$ cat src/rtl/vco_period_scheduler.sv
// vco_period_scheduler
// Round-robin scheduler that shares one external natural_log unit and one
// period multiplier across CHANNELS 555-style VCO voices. Each visit turns a
// channel's control voltage into a high-phase length in clk cycles.
// Optional feature macro: VCO_SCHED_CHANGE_DETECT_EN
//   defined   -> a channel is recomputed only when its clamped input moved
//                (or it has never been written); otherwise the FSM idles.
//   undefined -> every channel is recomputed continuously.

module vco_period_scheduler #(
  parameter int CLOCK_RATE   = 50000000,
  parameter int CHANNELS     = 4,
  parameter int R1           = 47000,
  parameter int R2           = 27000,
  parameter int C_35_SHIFTED = 1134,
  parameter int LOG_LATENCY  = 2
) (
  input  logic                     clk,
  input  logic                     reset_n,
  input  logic [16*CHANNELS-1:0]   v_control,
  output logic [23:0]              log_arg,
  input  logic [11:0]              log_result,
  output logic [32*CHANNELS-1:0]   cycles_high,
  output logic [CHANNELS-1:0]      valid,
  output logic [CHANNELS-1:0]      upd_strobe,
  output logic                     busy
);

  localparam int PW = (CHANNELS > 1) ? $clog2(CHANNELS) : 1;
  localparam int CW = $clog2(LOG_LATENCY + 1);

  // C*(R1+R2)*CLOCK_RATE folded into one constant; C carries a 2^35 scale and
  // log_result an 2^8 scale, so the product is shifted right by 43 later.
  localparam logic [71:0] SCALE_K =
    72'(C_35_SHIFTED) * 72'(R1 + R2) * 72'(CLOCK_RATE);

  typedef enum logic [2:0] {
    S_IDLE,
    S_ARG,
    S_WAIT,
    S_SCALE,
    S_WRITE
  } state_t;

  state_t          r_state;
  logic [PW-1:0]   r_ptr;
  logic [PW-1:0]   r_sel;
  logic [15:0]     r_vsel;
  logic [CW-1:0]   r_wait;
  logic [31:0]     r_res;

  logic [15:0]     w_vraw;
  logic [15:0]     w_vclamp;
  logic            w_eligible;
  logic [19:0]     w_num;
  logic [19:0]     w_den;
  logic [19:0]     w_quot;
  logic [23:0]     w_argNext;
  logic [71:0]     w_prod;
  logic [71:0]     w_shifted;
  logic [31:0]     w_res;

  // Input of the channel under the pointer, clamped so VCC - v never hits zero
  assign w_vraw   = v_control[16*r_ptr +: 16];
  assign w_vclamp = (w_vraw == 16'hFFFF) ? 16'hFFFE : w_vraw;

`ifdef VCO_SCHED_CHANGE_DETECT_EN
  logic [15:0] r_lastv [CHANNELS];

  assign w_eligible = !valid[r_ptr] || (w_vclamp != r_lastv[r_ptr]);

  // Remember the clamped voltage each channel was last computed from
  always_ff @(posedge clk or negedge reset_n) begin
    if (!reset_n) begin
      for (int k = 0; k < CHANNELS; k++) begin
        r_lastv[k] <= '0;
      end
    end else if (r_state == S_WRITE) begin
      r_lastv[r_sel] <= r_vsel;
    end
  end
`else
  assign w_eligible = 1'b1;
`endif

  // Log argument 1 + v/(2(VCC-v)) in 8.8-ish fixed point: (16 + 16v/(2(65535-v)))*16
  assign w_num     = {r_vsel, 4'b0000};
  assign w_den     = {3'b000, (16'hFFFF - r_vsel), 1'b0};
  assign w_quot    = w_num / w_den;
  assign w_argNext = {w_quot + 20'd16, 4'b0000};

  // Period scaling with saturation to 32 bits
  assign w_prod    = SCALE_K * {60'd0, log_result};
  assign w_shifted = w_prod >> 43;
  assign w_res     = (|w_shifted[71:32]) ? 32'hFFFF_FFFF : w_shifted[31:0];

  function automatic logic [PW-1:0] nextPtr(input logic [PW-1:0] p);
    return (p == PW'(CHANNELS - 1)) ? '0 : p + 1'b1;
  endfunction

  // Scheduler FSM: one slot per eligible channel, all outputs registered
  always_ff @(posedge clk or negedge reset_n) begin
    if (!reset_n) begin
      r_state     <= S_IDLE;
      r_ptr       <= '0;
      r_sel       <= '0;
      r_vsel      <= '0;
      r_wait      <= '0;
      r_res       <= '0;
      log_arg     <= '0;
      cycles_high <= '0;
      valid       <= '0;
      upd_strobe  <= '0;
      busy        <= 1'b0;
    end else begin
      upd_strobe <= '0;
      case (r_state)
        S_IDLE: begin
          if (w_eligible) begin
            r_sel   <= r_ptr;
            r_vsel  <= w_vclamp;
            r_state <= S_ARG;
            busy    <= 1'b1;
          end else begin
            r_ptr   <= nextPtr(r_ptr);
          end
        end
        S_ARG: begin
          log_arg <= w_argNext;
          r_wait  <= CW'(LOG_LATENCY);
          r_state <= S_WAIT;
        end
        S_WAIT: begin
          r_wait <= r_wait - 1'b1;
          if (r_wait == CW'(1)) begin
            r_state <= S_SCALE;
          end
        end
        S_SCALE: begin
          r_res   <= w_res;
          r_state <= S_WRITE;
        end
        S_WRITE: begin
          cycles_high[32*r_sel +: 32] <= r_res;
          valid[r_sel]                <= 1'b1;
          upd_strobe[r_sel]           <= 1'b1;
          r_ptr                       <= nextPtr(r_sel);
          r_state                     <= S_IDLE;
          busy                        <= 1'b0;
        end
        default: begin
          r_state <= S_IDLE;
          busy    <= 1'b0;
        end
      endcase
    end
  end

endmodule

$ cat config.mk
export PLATFORM = sky130hd
export DESIGN_NAME = vco_period_scheduler
export DESIGN_NICKNAME = d
export VERILOG_FILES = /design/src/rtl/vco_period_scheduler.sv
export SDC_FILE = /design/constraint.sdc
export NUM_CORES = 1
export LEC_CHECK = 0
export ABC_CLOCK_PERIOD_IN_PS = 39000
export BUFFER_PORTS_ARGS = -buffer_cell sky130_fd_sc_hd__buf_2
export CORE_UTILIZATION = 55
export DETAILED_ROUTE_END_ITERATION = 7
export GPL_TIMING_DRIVEN = 0
export PLACE_DENSITY = 0.78
export SYNTH_ARGS = -nofsm -noshare
export SYNTH_HDL_FRONTEND = slang
export SYNTH_SLANG_ARGS = --single-unit
$ cat constraint.sdc
create_clock -name clk -period 39 [get_ports clk]
set_clock_uncertainty 0.05 [all_clocks]
set_input_delay 3.9 -clock clk [delete_from_list [all_inputs] [get_ports clk]]
set_output_delay 3.9 -clock clk [all_outputs]
set_load 0.05 [all_outputs]
Word-level counts from Yosys, hierarchy flattened
Index checks and enable logic that the tools add are counted.
{ "totals": {"ff_bits": 203, "out_inout_bits": 161} }
{ "op_classes": {"n_addsub": 5, "n_mul": 1, "n_div": 1, "order_cmp": 2, "n_eq_ne": 8, "shift": 3, "muxes": 10, "bitwise_logic": 1, "reduce_logical": 4} }
{ "ops": {"columns": ["cell", "n"], "rows": [
  ["128-bit bitwise mux", 1],
  ["32-bit by 34-bit variable shift with 128-bit output, first input constant", 1],
  ["32-bit by 34-bit indexed part select with 128-bit output", 1],
  ["64-bit by 7-bit indexed part select with 16-bit output", 1],
  ["40-bit by 12-bit multiplier with 52-bit output, first input constant", 1],
  ["7-bit negator with 34-bit output", 1],
  ["20-bit by 5-bit adder with 20-bit output, second input constant", 1],
  ["20-bit by 17-bit divider with 20-bit output", 1],
  ["16-bit == test, second input constant", 1],
  ["16-bit two-way mux", 1],
  ["16-bit subtractor, first input constant", 1],
  ["3-bit one-hot mux with 4 select lines", 1],
  ["3-bit by 2-bit == test with 1-bit output, second input constant", 2],
  ["4-bit two-way mux", 1],
  ["4-bit bitwise OR", 1],
  ["2-bit one-hot mux with 2 select lines", 1],
  ["3-bit by 1-bit == test with 1-bit output, second input constant", 1],
  ["3-bit == test, second input constant", 1],
  ["3-bit logical NOT", 1],
  ["2-bit by 3-bit < comparator with 1-bit output, second input constant", 1],
  ["3-bit two-way mux", 1],
  ["3-bit OR reduction", 1],
  ["2-bit by 1-bit adder with 2-bit output, second input constant", 1],
  ["1-bit demux with 2-bit select", 1],
  ["other kinds (10)", 10]
]} }

Depth between registers and ports, before layout
{ "depth": {"depth_word": 5, "depth_mapped": 259, "ltp_nobuf": 240} }

Worst setup path after synthesis
Ideal clock, no wire load.
{ "synth_timing": {"kind": "reg-to-reg", "from": "reg r_vsel[0]", "to": "reg log_arg[4]", "setup_time_ns": 0.121, "arrival_ns": 42.915, "slack_ns": -4.086, "stages_incl_launch_ff": 246, "n_path_buf": 19, "synth_period_minus_slack_ns": 43.086, "path_cell_list": "dfrtp_1 buf_2 inv_1 ha_1 nor4b_2 nand2_1 nor3_1 nand2_1 nor3_1 xnor2_1 o21a_1 ha_1 o21a_1 a211oi_2 nor3_4 mux2_2 ha_1 o21a_1 [210 not listed] a21oi_1 nor2b_1 o21ai_0 nand2b_1 a21oi_1 nor2b_1 o21ai_0 nand2b_1 a21oi_1 nor2b_1 o21ai_0 nand2b_1 a21oi_1 nor2b_1 o21ai_0 o211ai_1 a211o_1 o22a_1"} }
{ "synth_between": {"elab_chain_len": 3} }
{ "synth_rtl": {"columns": ["item", "line", "rtl"], "rows": [
  ["from (decl)", "48", "logic [15:0] r_vsel;"],
  ["from (signal assigned)", "121", "r_vsel <= w_vclamp;"],
  ["16-bit subtractor", "88", "assign w_den = {3'b000, (16'hFFFF - r_vsel), 1'b0};"],
  ["20-bit by 17-bit divider with 20-bit output (*)", "89", "assign w_quot = w_num / w_den;"],
  ["20-bit by 5-bit adder with 20-bit output (*)", "90", "assign w_argNext = {w_quot + 20'd16, 4'b0000};"],
  ["to (signal assigned)", "129", "log_arg <= w_argNext;"],
  ["to (decl)", "21", "output logic [23:0] log_arg,"]
]} }
Mark *: on every way between the ends. The rest lies on a longest branch, timed or not.
A chain may end at the register's enable or synchronous reset.

Worst setup path in the final report
{ "layout_timing": {"from": "reg r_vsel[10]", "to": "reg log_arg[4]"} }
The elaborated chain is that of the path after synthesis.

==> flow_summary.yaml <==
sta:
  drv_slew: 0
  slew_headroom: 0.348
  hold_slack_ps: 426
  worst_slack_ps: -982
  tightest_slew_ps: 970
  rsz0062_at_grt: "true"
  period_minus_slack_ps: 39980
  setup_viol: 1
  hold_violations: 0
  max_freq_mhz: 25.0
  fin_crit_sh: 1.03
  fin_tns_setup_ps: -982
drt:
  first_pass_iters: 8
  drc: 3
  routed_wl_mm: 77.3
  ant_nets: 0
  routedWlPerCell_um: 20.5
  drt-initial-drc-count: 2196
  drt-vias-per-instance: 6.09
  via_count: 23012
worst_setup_path:
  critical_path_class: "register to register"
  cp_slowest_cell: "or4_4"
  worstPathRequired_ps: 39330
  worst_setup_path_start_kind: "register"
  crit-reg2reg-launch: "r_vsel[10]$_DFFE_PN0P_"
  r2r_end: "log_arg[4]$_DFFE_PN0P_"
  cp-end-kind: "register"
  r2r_setup_slack_ps: -980
  worstPathArrival_ps: 40320
  critPathMostFrequentCell: "buf_4"
  worstPathMaxFanout: 10
  slowest_delay_ps: 510
  r2r_cells: 255
synthesis:
  syn_inst: 2701
  synth_top_cell_by_area: "ha_1"
  synth_top_flop_cell: "dfrtp_1"
  postSynthAreaPerCell_sq_um: 8.45
  ys_ff_latch: 159
  yosys_warnings: 0
  synth_edf_count: 0
  ys_types: 101
  syn-cell-area_sq_um: 22800
  ys_seq_area_frac: 0.174
  synth_top_area_frac: 0.188
  async_flop_share: 1.00
  synth.area.top_cells: "ha_1 (19%), dfrtp_1 (17%), fa_1 (9.8%), nand2_1 (6.1%), o21ai_0 (4.7%)"
hold_path:
  hold_path_startpoint: "cycles_high[1]$_DFFE_PN0P_"
  whs_path_depth: 2
  hold_path_end: "cycles_high[1]$_DFFE_PN0P_"
  min-delay-path-class: "register to register"
floorplan:
  die_x_um: 206
  die-area_sq_um: 42300
  die_height_um: 206
  core_sq_um: 40800
  io_pins: 239
  row_count: 74
  start_util: 0.559
power:
  p_leak_nw: 14.0
  power.density_nw_per_um2: 61.8
  ir_drop_mv: 0.0624
place:
  place_inst: 3471
  io_buffers: 190
  dp_hpwl_mm: 52.1
  routabilityCongestion: 0.948
global_route:
  grt_pass1_vias: 22742
  grt_pass1_wl_mm: 115
  antenna_found_initial: 2
  grt.overflow.total: 0
  grt_usage: 0.347
  grt_max_degree: 99
layout:
  syn2layout_area_growth_pct: 26.6
  layout_commonest_cell: "nand2_1"
  fill_cells: 2950
  final_cell_mix: "nand2_1 (357), buf_4 (318), ha_1 (305), inv_1 (235), buf_2 (191)"
  drive_above_1_share: 0.280
  final_cell_count_no_fill: 3776
  fin_util: 0.707
  nets: 3762
cts:
  cts_tree: "done"
  clk_latency_ps: 490
  cts_sinks: 159
  ctsHoldBuffers: 0
  cts.htree.levels: 4
  path_clk_slew_ps: 80
  numCtsBuffers: 17
  clockRootBuffer: "clkbuf_16"
  cts_max_path_buffers: 2
status:
  outcome: "finished with violations"
  violations: "design-rule violations, negative setup slack"
job:
  cap_violations: 0
worst max path at each step:
stage                                      start                      to  cells after the start
after floorplan           r_vsel[10]$_DFFE_PN0P_  log_arg[4]$_DFFE_PN0P_                    245
after global placement     r_vsel[0]$_DFFE_PN0P_  log_arg[4]$_DFFE_PN0P_                    246
after detailed placement   r_vsel[0]$_DFFE_PN0P_  log_arg[4]$_DFFE_PN0P_                    246
after CTS                  r_vsel[5]$_DFFE_PN0P_  log_arg[4]$_DFFE_PN0P_                    258
after global routing       r_vsel[0]$_DFFE_PN0P_  log_arg[4]$_DFFE_PN0P_                    248
final                     r_vsel[10]$_DFFE_PN0P_  log_arg[4]$_DFFE_PN0P_                    255
worst max-delay path, delay by kind of cell, from the launching register on:
family	cells	cell delay, ps
adders and majority gates	17	4600
and+or+nand+nor	57	7240
xor gates and xnor gates	2	340
DFF	1	410
AOI/OAI and AO/OA	124	18980
buffers and inverters	50	6640
muxes	5	1530
sequential cells by signal, summed over array words and instances, names as in the netlist:
register     flops
r_res           21
r_wait           2
r_state          3
valid            4
cycles_high     84
r_ptr            2
log_arg         20
r_sel            2
busy             1
r_vsel          16
upd_strobe       4
layer usage:
metal	part of all wire	vias up	global-route usage
met2	0.47	1221	0.590
met1	0.37	10954	0.404
met4	0.075	4	0.224
li1	-	10395	-
met3	0.083	438	0.0591
met5	0.00075	-	0
synth_stat cells (5+ instances only):
| cell | count |
|---|---|
| a211o_1 | 9 |
| a211oi_1 | 6 |
| a21boi_0 | 17 |
| a21o_1 | 58 |
| a21oi_1 | 142 |
| a31oi_1 | 8 |
| and2_1 | 25 |
| and3_1 | 15 |
| and4_1 | 8 |
| buf_1 | 5 |
| buf_2 | 8 |
| buf_4 | 50 |
| clkbuf_1 | 73 |
| dfrtp_1 | 159 |
| fa_1 | 112 |
| ha_1 | 342 |
| inv_1 | 238 |
| mux2_1 | 7 |
| mux2_2 | 75 |
| mux2i_1 | 6 |
| mux4_2 | 16 |
| nand2_1 | 368 |
| nand2b_1 | 39 |
| nand3_1 | 34 |
| nand3b_1 | 8 |
| nand4_1 | 28 |
| nor2_1 | 137 |
| nor2b_1 | 24 |
| nor3_1 | 48 |
| nor4_1 | 10 |
| o211ai_1 | 8 |
| o21a_1 | 52 |
| o21ai_0 | 212 |
| o21ai_1 | 8 |
| o21bai_1 | 31 |
| o31ai_1 | 25 |
| or2_2 | 15 |
| or3_1 | 20 |
| xnor2_1 | 107 |
| xor2_1 | 41 |
repair_timing:
item / in CTS / in global routing
endpoints found under the setup margin: 3 / 2
resized for setup: 175 / 104
buffers inserted: 199 / 75
pin swaps: 81 / 109
cell type report:
class	instances	area [sq um]	share of cell area
Clock inverter	15	164	0.00568
Sequential cell	159	4040	0.140
Multi-Input combinational cell	2211	18600	0.644
Timing Repair Buffer	465	3080	0.107
Antenna cell	1	2.50	0.0000867
Tap cell	532	666	0.0231
Buffer	136	981	0.0340
Inverter	240	911	0.0315
Clock buffer	17	425	0.0147
report_power, final:
part	switching, W	internal (W)
logic	0.000772	0.000565
registers	0.0000498	0.000224
clock network	0.0000871	0.0000859
cells by family (layout without fill, tap and decap cells):
group | after synthesis | after routing | share of synthesized area
and+or+nand+nor | 804 | 804 | 0.166
DFF | 159 | 159 | 0.174
xor gates and xnor gates | 150 | 150 | 0.0585
muxes | 108 | 108 | 0.0615
adders and majority gates | 454 | 454 | 0.286
AOI/OAI and AO/OA | 647 | 647 | 0.182
buffers and inverters | 378 | 873 | 0.0717
other | 1 | 49 | 0.000164
through the flow:
| stage | total power, W | area [sq um] | setup slack (ps) |
|---|---|---|---|
| 5_1_grt | 0.00192 | 28900 | -2550 |
| 4_1_cts | 0.00169 | 27800 | 15.1 |
| 3_3_place_gp | 0.00139 | 24900 | -5560 |
| 2_1_floorplan | 0.00118 | 23300 | 77.5 |
| 3_5_place_dp | 0.00144 | 25000 | -6500 |
| 6_report | 0.00178 | 28900 | -982 |
Power figures use the tool's default switching activity.
